--- src/rtl/adder_carry_select_iter.sv ---
// adder_carry_select_iter
//
// Multi-cycle carry-select adder. The operands are captured once, then one
// p_chunk-wide slice is added per cycle, least-significant slice first. For
// every slice two speculative sums are formed (carry-in 0 and carry-in 1)
// and the registered carry from the previous slice picks one of them.
// A signed-overflow flag is produced alongside the carry out.
//
// Ports
//   clk      in   clock, all state changes on the rising edge
//   rst      in   synchronous, active-high reset
//   in_val   in   operands valid
//   in_rdy   out  block can accept operands (IDLE only)
//   in0      in   operand A, p_nbits
//   in1      in   operand B, p_nbits
//   cin      in   carry-in
//   out_val  out  result valid (DONE only)
//   out_rdy  in   consumer accepts the result
//   sum      out  in0 + in1 + cin modulo 2^p_nbits
//   cout     out  carry out of the MSB
//   ovf      out  signed overflow
//
// Handshake: a transfer happens on a rising edge where val and rdy are both
// 1. rdy is decoded from the FSM state only, so it never depends on val in
// the same cycle. A producer that raises val keeps it (and its data) until
// the transfer; a result stays stable while out_val && !out_rdy.
//
// p_nbits must be a non-zero multiple of p_chunk.

module adder_carry_select_iter #(
    parameter int p_nbits = 32,
    parameter int p_chunk = 8
) (
    input  logic               clk,
    input  logic               rst,
    input  logic               in_val,
    output logic               in_rdy,
    input  logic [p_nbits-1:0] in0,
    input  logic [p_nbits-1:0] in1,
    input  logic               cin,
    output logic               out_val,
    input  logic               out_rdy,
    output logic [p_nbits-1:0] sum,
    output logic               cout,
    output logic               ovf
);

    localparam int c_nslices = p_nbits / p_chunk;
    localparam int c_idx_w   = (c_nslices > 1) ? $clog2(c_nslices) : 1;
    localparam int c_msb     = p_nbits - 1;

    typedef enum logic [1:0] {
        st_idle = 2'd0,
        st_calc = 2'd1,
        st_done = 2'd2
    } state_t;

    // Complete control state (phase plus slice index) in one bundle so that
    // checkers can observe the whole FSM through a single signal.
    typedef struct packed {
        state_t             state;
        logic [c_idx_w-1:0] idx;
    } fsm_t;

    fsm_t fsm_q;
    fsm_t fsm_d;

    // Captured operands and result registers
    logic [p_nbits-1:0] a_q;
    logic [p_nbits-1:0] b_q;
    logic [p_nbits-1:0] sum_q;
    logic               carry_q;
    logic               cout_q;
    logic               ovf_q;

    // Slice datapath
    int                 slice_lo;
    logic [p_chunk-1:0] a_sl;
    logic [p_chunk-1:0] b_sl;
    logic [p_chunk:0]   s0;
    logic [p_chunk:0]   s1;
    logic [p_chunk:0]   sel;
    logic [p_nbits-1:0] sum_nxt;
    logic               ovf_nxt;
    logic               last_slice;

    assign last_slice = (fsm_q.idx == c_idx_w'(c_nslices - 1));

    // Both speculative sums are formed from the captured operands; the
    // carry register only drives the final select.
    always_comb begin
        slice_lo = int'(fsm_q.idx) * p_chunk;
        a_sl     = a_q[slice_lo +: p_chunk];
        b_sl     = b_q[slice_lo +: p_chunk];
        s0       = {1'b0, a_sl} + {1'b0, b_sl};
        s1       = {1'b0, a_sl} + {1'b0, b_sl} + (p_chunk + 1)'(1);
        sel      = carry_q ? s1 : s0;
        sum_nxt  = sum_q;
        sum_nxt[slice_lo +: p_chunk] = sel[p_chunk-1:0];
        // Evaluated on the slice that writes the MSB, so it sees the new MSB
        ovf_nxt  = (a_q[c_msb] == b_q[c_msb]) && (sum_nxt[c_msb] != a_q[c_msb]);
    end

    // ------------------------------------------------------------------
    // FSM: state register
    // ------------------------------------------------------------------
    always_ff @(posedge clk) begin
        if (rst) begin
            fsm_q.state <= st_idle;
            fsm_q.idx   <= '0;
        end else begin
            fsm_q <= fsm_d;
        end
    end

    // ------------------------------------------------------------------
    // FSM: next state
    // ------------------------------------------------------------------
    always_comb begin
        fsm_d = fsm_q;
        case (fsm_q.state)
            st_idle: begin
                if (in_val) begin
                    fsm_d.state = st_calc;
                    fsm_d.idx   = '0;
                end
            end
            st_calc: begin
                if (last_slice) begin
                    fsm_d.state = st_done;
                end else begin
                    fsm_d.idx = fsm_q.idx + c_idx_w'(1);
                end
            end
            st_done: begin
                if (out_rdy) begin
                    fsm_d.state = st_idle;
                end
            end
            default: begin
                fsm_d.state = st_idle;
                fsm_d.idx   = '0;
            end
        endcase
    end

    // ------------------------------------------------------------------
    // FSM: outputs (state decode only)
    // ------------------------------------------------------------------
    always_comb begin
        in_rdy  = 1'b0;
        out_val = 1'b0;
        case (fsm_q.state)
            st_idle: in_rdy  = 1'b1;
            st_done: out_val = 1'b1;
            default: begin
                in_rdy  = 1'b0;
                out_val = 1'b0;
            end
        endcase
    end

    // ------------------------------------------------------------------
    // Datapath registers
    // ------------------------------------------------------------------
    always_ff @(posedge clk) begin
        if (rst) begin
            a_q     <= '0;
            b_q     <= '0;
            sum_q   <= '0;
            carry_q <= 1'b0;
            cout_q  <= 1'b0;
            ovf_q   <= 1'b0;
        end else begin
            case (fsm_q.state)
                st_idle: begin
                    // in_rdy is 1 throughout IDLE, so in_val alone marks a transfer
                    if (in_val) begin
                        a_q     <= in0;
                        b_q     <= in1;
                        carry_q <= cin;
                    end
                end
                st_calc: begin
                    sum_q   <= sum_nxt;
                    carry_q <= sel[p_chunk];
                    if (last_slice) begin
                        cout_q <= sel[p_chunk];
                        ovf_q  <= ovf_nxt;
                    end
                end
                default: begin
                end
            endcase
        end
    end

    // Result registers are never touched in DONE or IDLE, so the last result
    // holds through backpressure and afterwards.
    assign sum  = sum_q;
    assign cout = cout_q;
    assign ovf  = ovf_q;

endmodule

--- config.mk ---
export PLATFORM = sky130hd
export DESIGN_NAME = adder_carry_select_iter
export DESIGN_NICKNAME = d
export VERILOG_FILES = /design/src/rtl/adder_carry_select_iter.sv
export SDC_FILE = /design/constraint.sdc
export NUM_CORES = 1
export LEC_CHECK = 0
export CAP_MARGIN = 5
export CELL_PAD_IN_SITES_DETAIL_PLACEMENT = 1
export CELL_PAD_IN_SITES_GLOBAL_PLACEMENT = 1
export CORE_MARGIN = 3
export CORE_UTILIZATION = 37
export CTS_CLUSTER_SIZE = 28
export DETAILED_ROUTE_END_ITERATION = 7
export PLACE_DENSITY = 0.81
export SYNTH_ARGS = -nofsm -noshare
export SYNTH_HDL_FRONTEND = slang
export SYNTH_SLANG_ARGS = --single-unit
--- constraint.sdc ---
create_clock -name clk -period 4.8 [get_ports clk]
set_input_delay 0.96 -clock clk [delete_from_list [all_inputs] [get_ports clk]]
set_output_delay 0.96 -clock clk [all_outputs]
set_load 0.01 [all_outputs]
Word-level counts from Yosys, hierarchy flattened:

Index checks and enable logic that the tools add are counted.
Widths: inputs -> output; s select.

* bits in registers: 103
* input port bits: 69
* output and inout bits: 36
* logic and storage cells: 46

* add/subtract/negate cells: 4
* equal/unequal tests: 9
* shifts and indexed selects: 4
* muxes and demuxes: 12
* bitwise gates (word level): 1
* reductions and logical operators: 8

Operator list (count)
* $shiftx 32x6->8: 2
* $neg 5->33: 1
* $shift 8x33->32 const A: 1
* $shiftx 8x33->32: 1
* $bwmux 32: 1
* $pmux 2 s3: 2
* $add 8x8->9: 1
* $add 9x1->9 const B: 1
* $mux 9: 1
* $ne 2x2->1 const B: 4
* $mux 2: 3
* $reduce_and 2->1: 3
* $reduce_and 3->1: 2
* $eq 2x2->1 const B: 2
* $mux 4: 1
* $mux 1: 3
* $add 2x1->2 const B: 1
* $eq 2x1->1 const B: 1
* $logic_not 2->1: 1
* $pmux 1 s2: 1
* $reduce_bool 2->1: 1
* $eq 1x1->1: 1
* $logic_and 1x1->1: 1
* $ne 1x1->1: 1
* $not 1->1: 1

Depth between registers and ports, before layout:

Gate-level depths: netlist of run 1.

* depth after elaboration: 8
* mapped depth: 12
* mapped depth without buffers: 10

Worst setup path before layout of run 1:

No wires, ideal clock.

* path kind: reg2reg
* start: register fsm_q[1] (netlist bit)
* end: register sum_q[23], in the netlist sum[23]
* library setup time: 0.117 ns
* arrival: 3.608 ns
* required time: 4.683 ns
* path slack: 1.074 ns
* cell stages (with the launch flop): 13
* path buffers: 2
* period minus slack after synthesis: 3.726 ns
* path through: dfxtp_1 -> clkbuf_1 -> clkbuf_1 -> mux4_2 -> ha_1 -> fa_1 -> a21o_1 -> a21oi_1 -> xnor2_1 -> nand2_1 -> o31a_1 -> or2_4 -> a32o_2

* cells in the longest elaborated chain, start to end: 6
* elaborated cells on any way between the ends: 9
* classes of those cells: 3 x add/sub; 4 x shift; 2 x mux

RTL lines
* start, declared: RTL line 65 `fsm_t fsm_q;`
* start signal, assigned: RTL line 112 `fsm_q <= fsm_d;`
* $shiftx 32x6->8, on equally long branches: RTL line 93, 94
* $add 8x8->9: RTL line 95, 96
* $add 9x1->9: RTL line 96 `s1 = {1'b0, a_sl} + {1'b0, b_sl} + (p_chunk + 1)'(1);`
* $mux 9: RTL line 97 `sel = carry_q ? s1 : s0;`
* $shiftx 8x33->32: RTL line 99 `sum_nxt[slice_lo +: p_chunk] = sel[p_chunk-1:0];`
* $bwmux 32 (*): RTL line 99
* end signal, assigned: RTL line 185 `sum_q <= sum_nxt;`
* end, declared: RTL line 71 `logic [p_nbits-1:0] sum_q;`

Mark *: on every way between the ends. The rest lies on a longest branch, timed or not.
A chain may end at the register's enable or synchronous reset.

Final worst setup path of run 1:

* start: register fsm_q[1] (netlist bit)
* end: register sum_q[31], in the netlist sum[31]

The elaborated chain is that of the path after synthesis.

==> run metrics, run 1 <==
outcome completed; Top FF cell, synth dfxtp_1; syn avg cell area 8.80 um^2; worst flop-to-flop path endpoint sum[31]$_SDFFE_PP0P_; most frequent cells in the layout nand2_1, dfxtp_1, clkdlybuf4s50_1; I/O pins 105; main area contributors after synthesis dfxtp_1, nand2_1, a21oi_1; Buffers on Ports 104; asr flop ratio synth 0%; nets 696; # resized after CTS 0; buffer count from post-CTS setup fixing 0; CTS H-tree depth 3; WP data required 5.03 ns; VDD IR max 0.000179 V; DRC violations left 0; Clock transition at path regs 0.07 ns; chip width 117 um; sequential area share after synthesis 45.0%; initial core utilization 38.0%; Leak Pwr 0.00222 uW; Worst setup EP type flip-flop; startpoint types flip-flop; # diodes 0; post-synth net total 606; Yosys Warn Count 0; Seq pwr share 47.5%; CTS Buf Count 9; RSZ-0062 raised after global routing false; CTS tree done; WHS Endpoint a_q[11]$_SDFFE_PP0P_; Worst Tran Pin Value 0.992 ns; clock buffer depth 2; Min-Delay Path Depth 2; crit-path max FO 12; core area 0.0121 mm^2; maxcap violations 0; clock period minus worst slack 3.78 ns; Gate power share 16.4%; height of the chip 117 um; final period utilization 78.8%; Synth cell types 43; worst hold path type flip-flop to flip-flop; Power Dens Cells 322 mW/mm^2; final WL 13500 um; Vias 4104; Worst-Skew Late Latency 0.35 ns; Post-synth EDFFs 0; cell internal pwr 1400 uW; First-pass DRT Iterations 4; die area 0.0138 mm^2; Setup TNS 0 ns; Max Fclk 0.264 GHz; initial antenna violation count 0; Layout Skew 0.00989 ns; Switching Fraction 28.1%; total gr overflow 0; Synth area leader dfxtp_1; Routed Antenna Nets 0; first-pass GRT wire length 22300 um; Fin Hold WS 0.463 ns; clock power share 36.2%; Setup-failing EPs final 0; Mapped Area 0.00459 mm^2; HP Start a_q[11]$_SDFFE_PP0P_; Hold Vio Cnt, Final 0; GRT Util Overall 19.6%; relative slew slack 33.6%; arrival time at the worst endpoint 4.02 ns; Post-Route Utilization 50.1%; Mapped Cells 521; largest net degree at the start of global routing 67; WL/cell 17.2 um; share of the synthesized area in the top cell type 45.0%; FP Rows 40; Hold-fix buffers, CTS 0; worst r2r src fsm_q[1]$_SDFFE_PP0P_; R2R setup slack 1.02 ns; clk sinks 103; vias in the first global route 4368; CTS Root Cell clkbuf_16; sw power 547 uW; CP Class flip-flop to flip-flop; register bit total from synthesis 103; area delta synth->final 31.8%; commonest non-fill, non-tap cell in the layout nand2_1; global placement routability congestion 0.862; initial drt markers 211; layout cells sized above 1 8.93%; hpwl dp 10300 um; number of vias per cell 5.23; R2R depth 11; Slew Limit Fails 0
registers in the layout, summed over array words and instances, names as in the netlist:
name	count
a_q	32
b_q	32
sum	32
fsm_q	4
carry_q	1
cout	1
ovf	1
worst max-delay path: stages (launching register included):
cell     delay [ns]
dfxtp_1        0.70
buf_4          0.31
mux4_2         0.31
ha_1           0.26
fa_1           0.42
a21o_1         0.21
a21oi_1        0.21
xnor2_1        0.23
nand2_1        0.17
o31a_1         0.29
or2_4          0.29
a32o_2         0.27
synth_stat cells (4+ instances only):
| cell | number |
|---|---|
| nand2_1 | 141 |
| dfxtp_1 | 103 |
| a21oi_1 | 77 |
| nor2_1 | 35 |
| a22oi_1 | 26 |
| clkbuf_1 | 23 |
| mux4_2 | 16 |
| ha_1 | 15 |
| buf_1 | 7 |
| xnor2_1 | 6 |
| inv_1 | 5 |
| a21o_1 | 4 |
| a22o_1 | 4 |
| nand2b_1 | 4 |
| nor4_1 | 4 |
| nor4b_2 | 4 |
| o21ai_0 | 4 |
| xor2_1 | 4 |
metal layers:
metal	wire length (um)	track usage [%]	vias up
met3	626	3.09	23
met5	0	0	-
met4	308	7.33	0
li1	-	-	1994
met2	6510	33.2	109
met1	6050	25.3	1978
cells by family after synthesis:
logic type	Yosys count	synth area share, %
AND/OR/NAND/NOR	208	19.8
AO/OA/AOI/OAI	129	17.4
flip-flops	103	45.0
buffers and inverters	37	3.03
multiplexers	18	8.35
adder cells (fa/ha/maj)	16	4.53
XOR/XNOR	10	1.91
power by group through the flow:
stage | Clock, uW | Sequential, uW | Combinational, uW
floorplan | 0 | 929 | 193
global placement | 0 | 940 | 304
detailed placement | 0 | 942 | 317
CTS | 708 | 923 | 321
global route | 745 | 928 | 352
finish | 703 | 923 | 319
worst max path at each step:
stage	start	end	slack, ns	cells past startpoint
after floorplan	fsm_q[1]$_SDFFE_PP0P_	sum[23]$_SDFFE_PP0P_	1.07	12
after global placement	fsm_q[1]$_SDFFE_PP0P_	sum[31]$_SDFFE_PP0P_	1.22	11
after detailed placement	fsm_q[1]$_SDFFE_PP0P_	sum[23]$_SDFFE_PP0P_	1.03	11
after CTS	fsm_q[1]$_SDFFE_PP0P_	sum[31]$_SDFFE_PP0P_	0.98	11
after global routing	fsm_q[1]$_SDFFE_PP0P_	sum[7]$_SDFFE_PP0P_	0.74	11
final	fsm_q[1]$_SDFFE_PP0P_	sum[31]$_SDFFE_PP0P_	1.02	11
per-stage QoR:
stage | std cells | worst slack [ns] | power (uW) | instance area, um^2
global placement | 768 | 1.22 | 1240 | 5760
detailed placement | 768 | 1.03 | 1260 | 5760
CTS | 784 | 0.978 | 1950 | 6040
global route | 784 | 0.743 | 2020 | 6040
finish | 784 | 1.02 | 1940 | 6040
floorplan | 521 | 1.07 | 1120 | 4590
cell type report:
| type | count | area, um^2 |
|---|---|---|
| fill | 1397 | 6020 |
| multi-input combinational | 381 | 2390 |
| sequential | 103 | 2060 |
| timing repair buffer | 109 | 1070 |
| clock buffer | 10 | 229 |
| tap | 168 | 210 |
| clock inverter | 6 | 52.6 |
| inverter | 7 | 26.3 |
No activity file was read; power rests on OpenSTA's default activity.
==> run 2, diff against run 1 <==
Clock period 4.8 ns to 3.82 ns, I/O delays scaled along.
==> run metrics, run 2 (synthesized netlist as in run 1, its figures left out) <==
DRC violations left 0 (unchanged); total gr overflow 0 (unchanged); crit-path max FO 9 (was 12); CTS Buf Count 9 (unchanged); VDD IR max 0.000271 V (was 0.000179 V); die area 0.0138 mm^2 (unchanged); # diodes 0 (unchanged); height of the chip 117 um (unchanged); outcome completed (unchanged); Slowest-stage cell, CP fa_1 (was dfxtp_1); CTS tree done (unchanged); maxcap violations 0 (unchanged); Leak Pwr 0.00227 uW (was 0.00222 uW); most frequent cells in the layout nand2_1, clkdlybuf4s50_1, dfxtp_1 (was nand2_1, dfxtp_1, clkdlybuf4s50_1); Setup-failing EPs final 0 (unchanged); Clock transition at path regs 0.07 ns (about the same); Hold-fix buffers, CTS 0 (unchanged); nets 702 (was 696); clock period minus worst slack 3.61 ns (was 3.78 ns); Setup TNS 0 ns (unchanged); CP Class flip-flop to flip-flop (unchanged); I/O pins 105 (unchanged); final WL 13600 um (was 13500 um); startpoint types flip-flop (unchanged); first-pass GRT wire length 22200 um (was 22300 um); Hold Vio Cnt, Final 0 (unchanged); WHS Endpoint b_q[24]$_SDFFE_PP0P_ (was a_q[11]$_SDFFE_PP0P_); WL/cell 17.2 um (about the same); Slew Limit Fails 0 (unchanged); buffer count from post-CTS setup fixing 0 (unchanged); CTS H-tree depth 3 (unchanged); hpwl dp 10300 um (about the same); initial drt markers 222 (was 211); vias in the first global route 4403 (was 4368); Routed Antenna Nets 0 (unchanged); FP Rows 40 (unchanged); worst hold path type flip-flop to flip-flop (unchanged); R2R depth 11 (unchanged); worst r2r src fsm_q[0]$_SDFFE_PP0P_ (was fsm_q[1]$_SDFFE_PP0P_); Top delay family on crit path simple AND/OR/NAND/NOR gates (was compound AO/OA/AOI/OAI gates); placed insts 774 (was 768); worst-path cell chain buf_4, mux4_2, ha_1, fa_1, ha_1, nand2_1, nor4b_2, nand4_1, nor4_1, nand3b_1, a21oi_1 (was buf_4, mux4_2, ha_1, fa_1, a21o_1, a21oi_1, xnor2_1, nand2_1, o31a_1, or2_4, a32o_2); Layout Cells excl Fill 790 (was 784); R2R setup slack 0.21 ns (was 1.02 ns); GRT Util Overall 19.7% (was 19.6%); relative slew slack 34.8% (was 33.6%); worst flop-to-flop path endpoint cout$_SDFFE_PP0P_ (was sum[31]$_SDFFE_PP0P_); largest net degree at the start of global routing 62 (was 67); CTS Root Cell clkbuf_16 (unchanged); Worst setup EP type flip-flop (unchanged); Top cell by count, worst path ha_1; layout cells sized above 1 10.1% (was 8.93%); slowest stage delay, CP 0.54 ns (was 0.70 ns); Vias 4130 (was 4104); HP Start b_q[24]$_SDFFE_PP0P_ (was a_q[11]$_SDFFE_PP0P_); Buffers on Ports 104 (unchanged); Worst Tran Pin Value 0.978 ns (was 0.992 ns); number of vias per cell 5.23 (about the same); Max Fclk 0.277 GHz (was 0.264 GHz); Min-Delay Path Depth 2 (unchanged); Layout Skew 0.00962 ns (was 0.00989 ns); RSZ-0062 raised after global routing false (unchanged); Worst-Skew Late Latency 0.34 ns (was 0.35 ns); initial core utilization 38.0% (unchanged); arrival time at the worst endpoint 3.78 ns (was 4.02 ns); final period utilization 94.5% (was 78.8%); commonest non-fill, non-tap cell in the layout nand2_1 (unchanged); chip width 117 um (unchanged); global placement routability congestion 0.887 (was 0.862); WP buf/inv 1 (unchanged); Power Dens Cells 410 mW/mm^2 (was 322 mW/mm^2); clock buffer depth 2 (unchanged); core area 0.0121 mm^2 (unchanged); First-pass DRT Iterations 4 (unchanged); initial antenna violation count 0 (unchanged); area delta synth->final 33.6% (was 31.8%); WP data required 3.99 ns (was 5.03 ns); clk sinks 103 (unchanged)
[run 2: worst reg2reg max path: cells and delay by family, from the launching register on]
| kind | cells | cell delay [ns] |
|---|---|---|
| AO/OA/AOI/OAI | 1 | 0.09 |
| adder cells (fa/ha/maj) | 3 | 0.95 |
| buffers and inverters | 1 | 0.25 |
| flip-flops | 1 | 0.51 |
| multiplexers | 1 | 0.34 |
| AND/OR/NAND/NOR | 5 | 1.31 |
[run 2: stage by stage]
step | hold WS [ns] | total power, uW | setup WS, ns | util (%) | cell area, um^2
after floorplan | 0.433 | 1410 | 0.0942 | - | 4590
final | 0.458 | 2510 | 0.208 | 50.8 | 6120
after detailed placement | 0.449 | 1590 | 0.184 | 48.3 | 5820
after CTS | 0.458 | 2520 | 0.123 | 50.8 | 6120
after global routing | 0.488 | 2620 | 0.00235 | 50.8 | 6120
after global placement | 0.444 | 1570 | 0.356 | 48.3 | 5820
[run 2: timing repair]
item	CTS	global route
endpoints found under the hold margin	0	0
gates resized for setup	0	1
endpoints found under the setup margin	0	5
[run 2: final cells by class]
cell class	count	area (um^2)
inverter	7	26.3
tap	168	210
timing repair buffer	115	1130
fill	1392	5940
clock buffer	9	225
clock inverter	7	77.6
sequential	103	2060
multi-input combinational	381	2390
[run 2: per-layer routing]
metal  vias up  wire length (um)  track usage, %
met2       101              6810            35.3
li1       2010                 -               -
met4         0               263            5.65
met1      2000              5930            24.2
met5         -                 0               0
met3        19               614            3.76
[run 2: where the power goes]
part	switching, uW	internal [uW]	total, uW
Combinational	223	188	410
Clock	425	517	942
Sequential	35.7	1120	1160
[run 2: worst max-delay path by stage]
stage,startpoint,end,slack (ns),cells past startpoint
after floorplan,fsm_q[1]$_SDFFE_PP0P_,sum[23]$_SDFFE_PP0P_,0.09,12
after global placement,fsm_q[1]$_SDFFE_PP0P_,sum[31]$_SDFFE_PP0P_,0.36,10
after detailed placement,fsm_q[1]$_SDFFE_PP0P_,cout$_SDFFE_PP0P_,0.18,10
after CTS,fsm_q[1]$_SDFFE_PP0P_,cout$_SDFFE_PP0P_,0.12,10
after global routing,fsm_q[0]$_SDFFE_PP0P_,cout$_SDFFE_PP0P_,0.002,11
final,fsm_q[0]$_SDFFE_PP0P_,cout$_SDFFE_PP0P_,0.21,11
==> run 3, diff against run 2 <==
Settings changed: CTS_CLUSTER_SIZE 28 to 8.
==> results of run 3 <==
The final DEF is identical to that of run 2; final timing and power are the same.
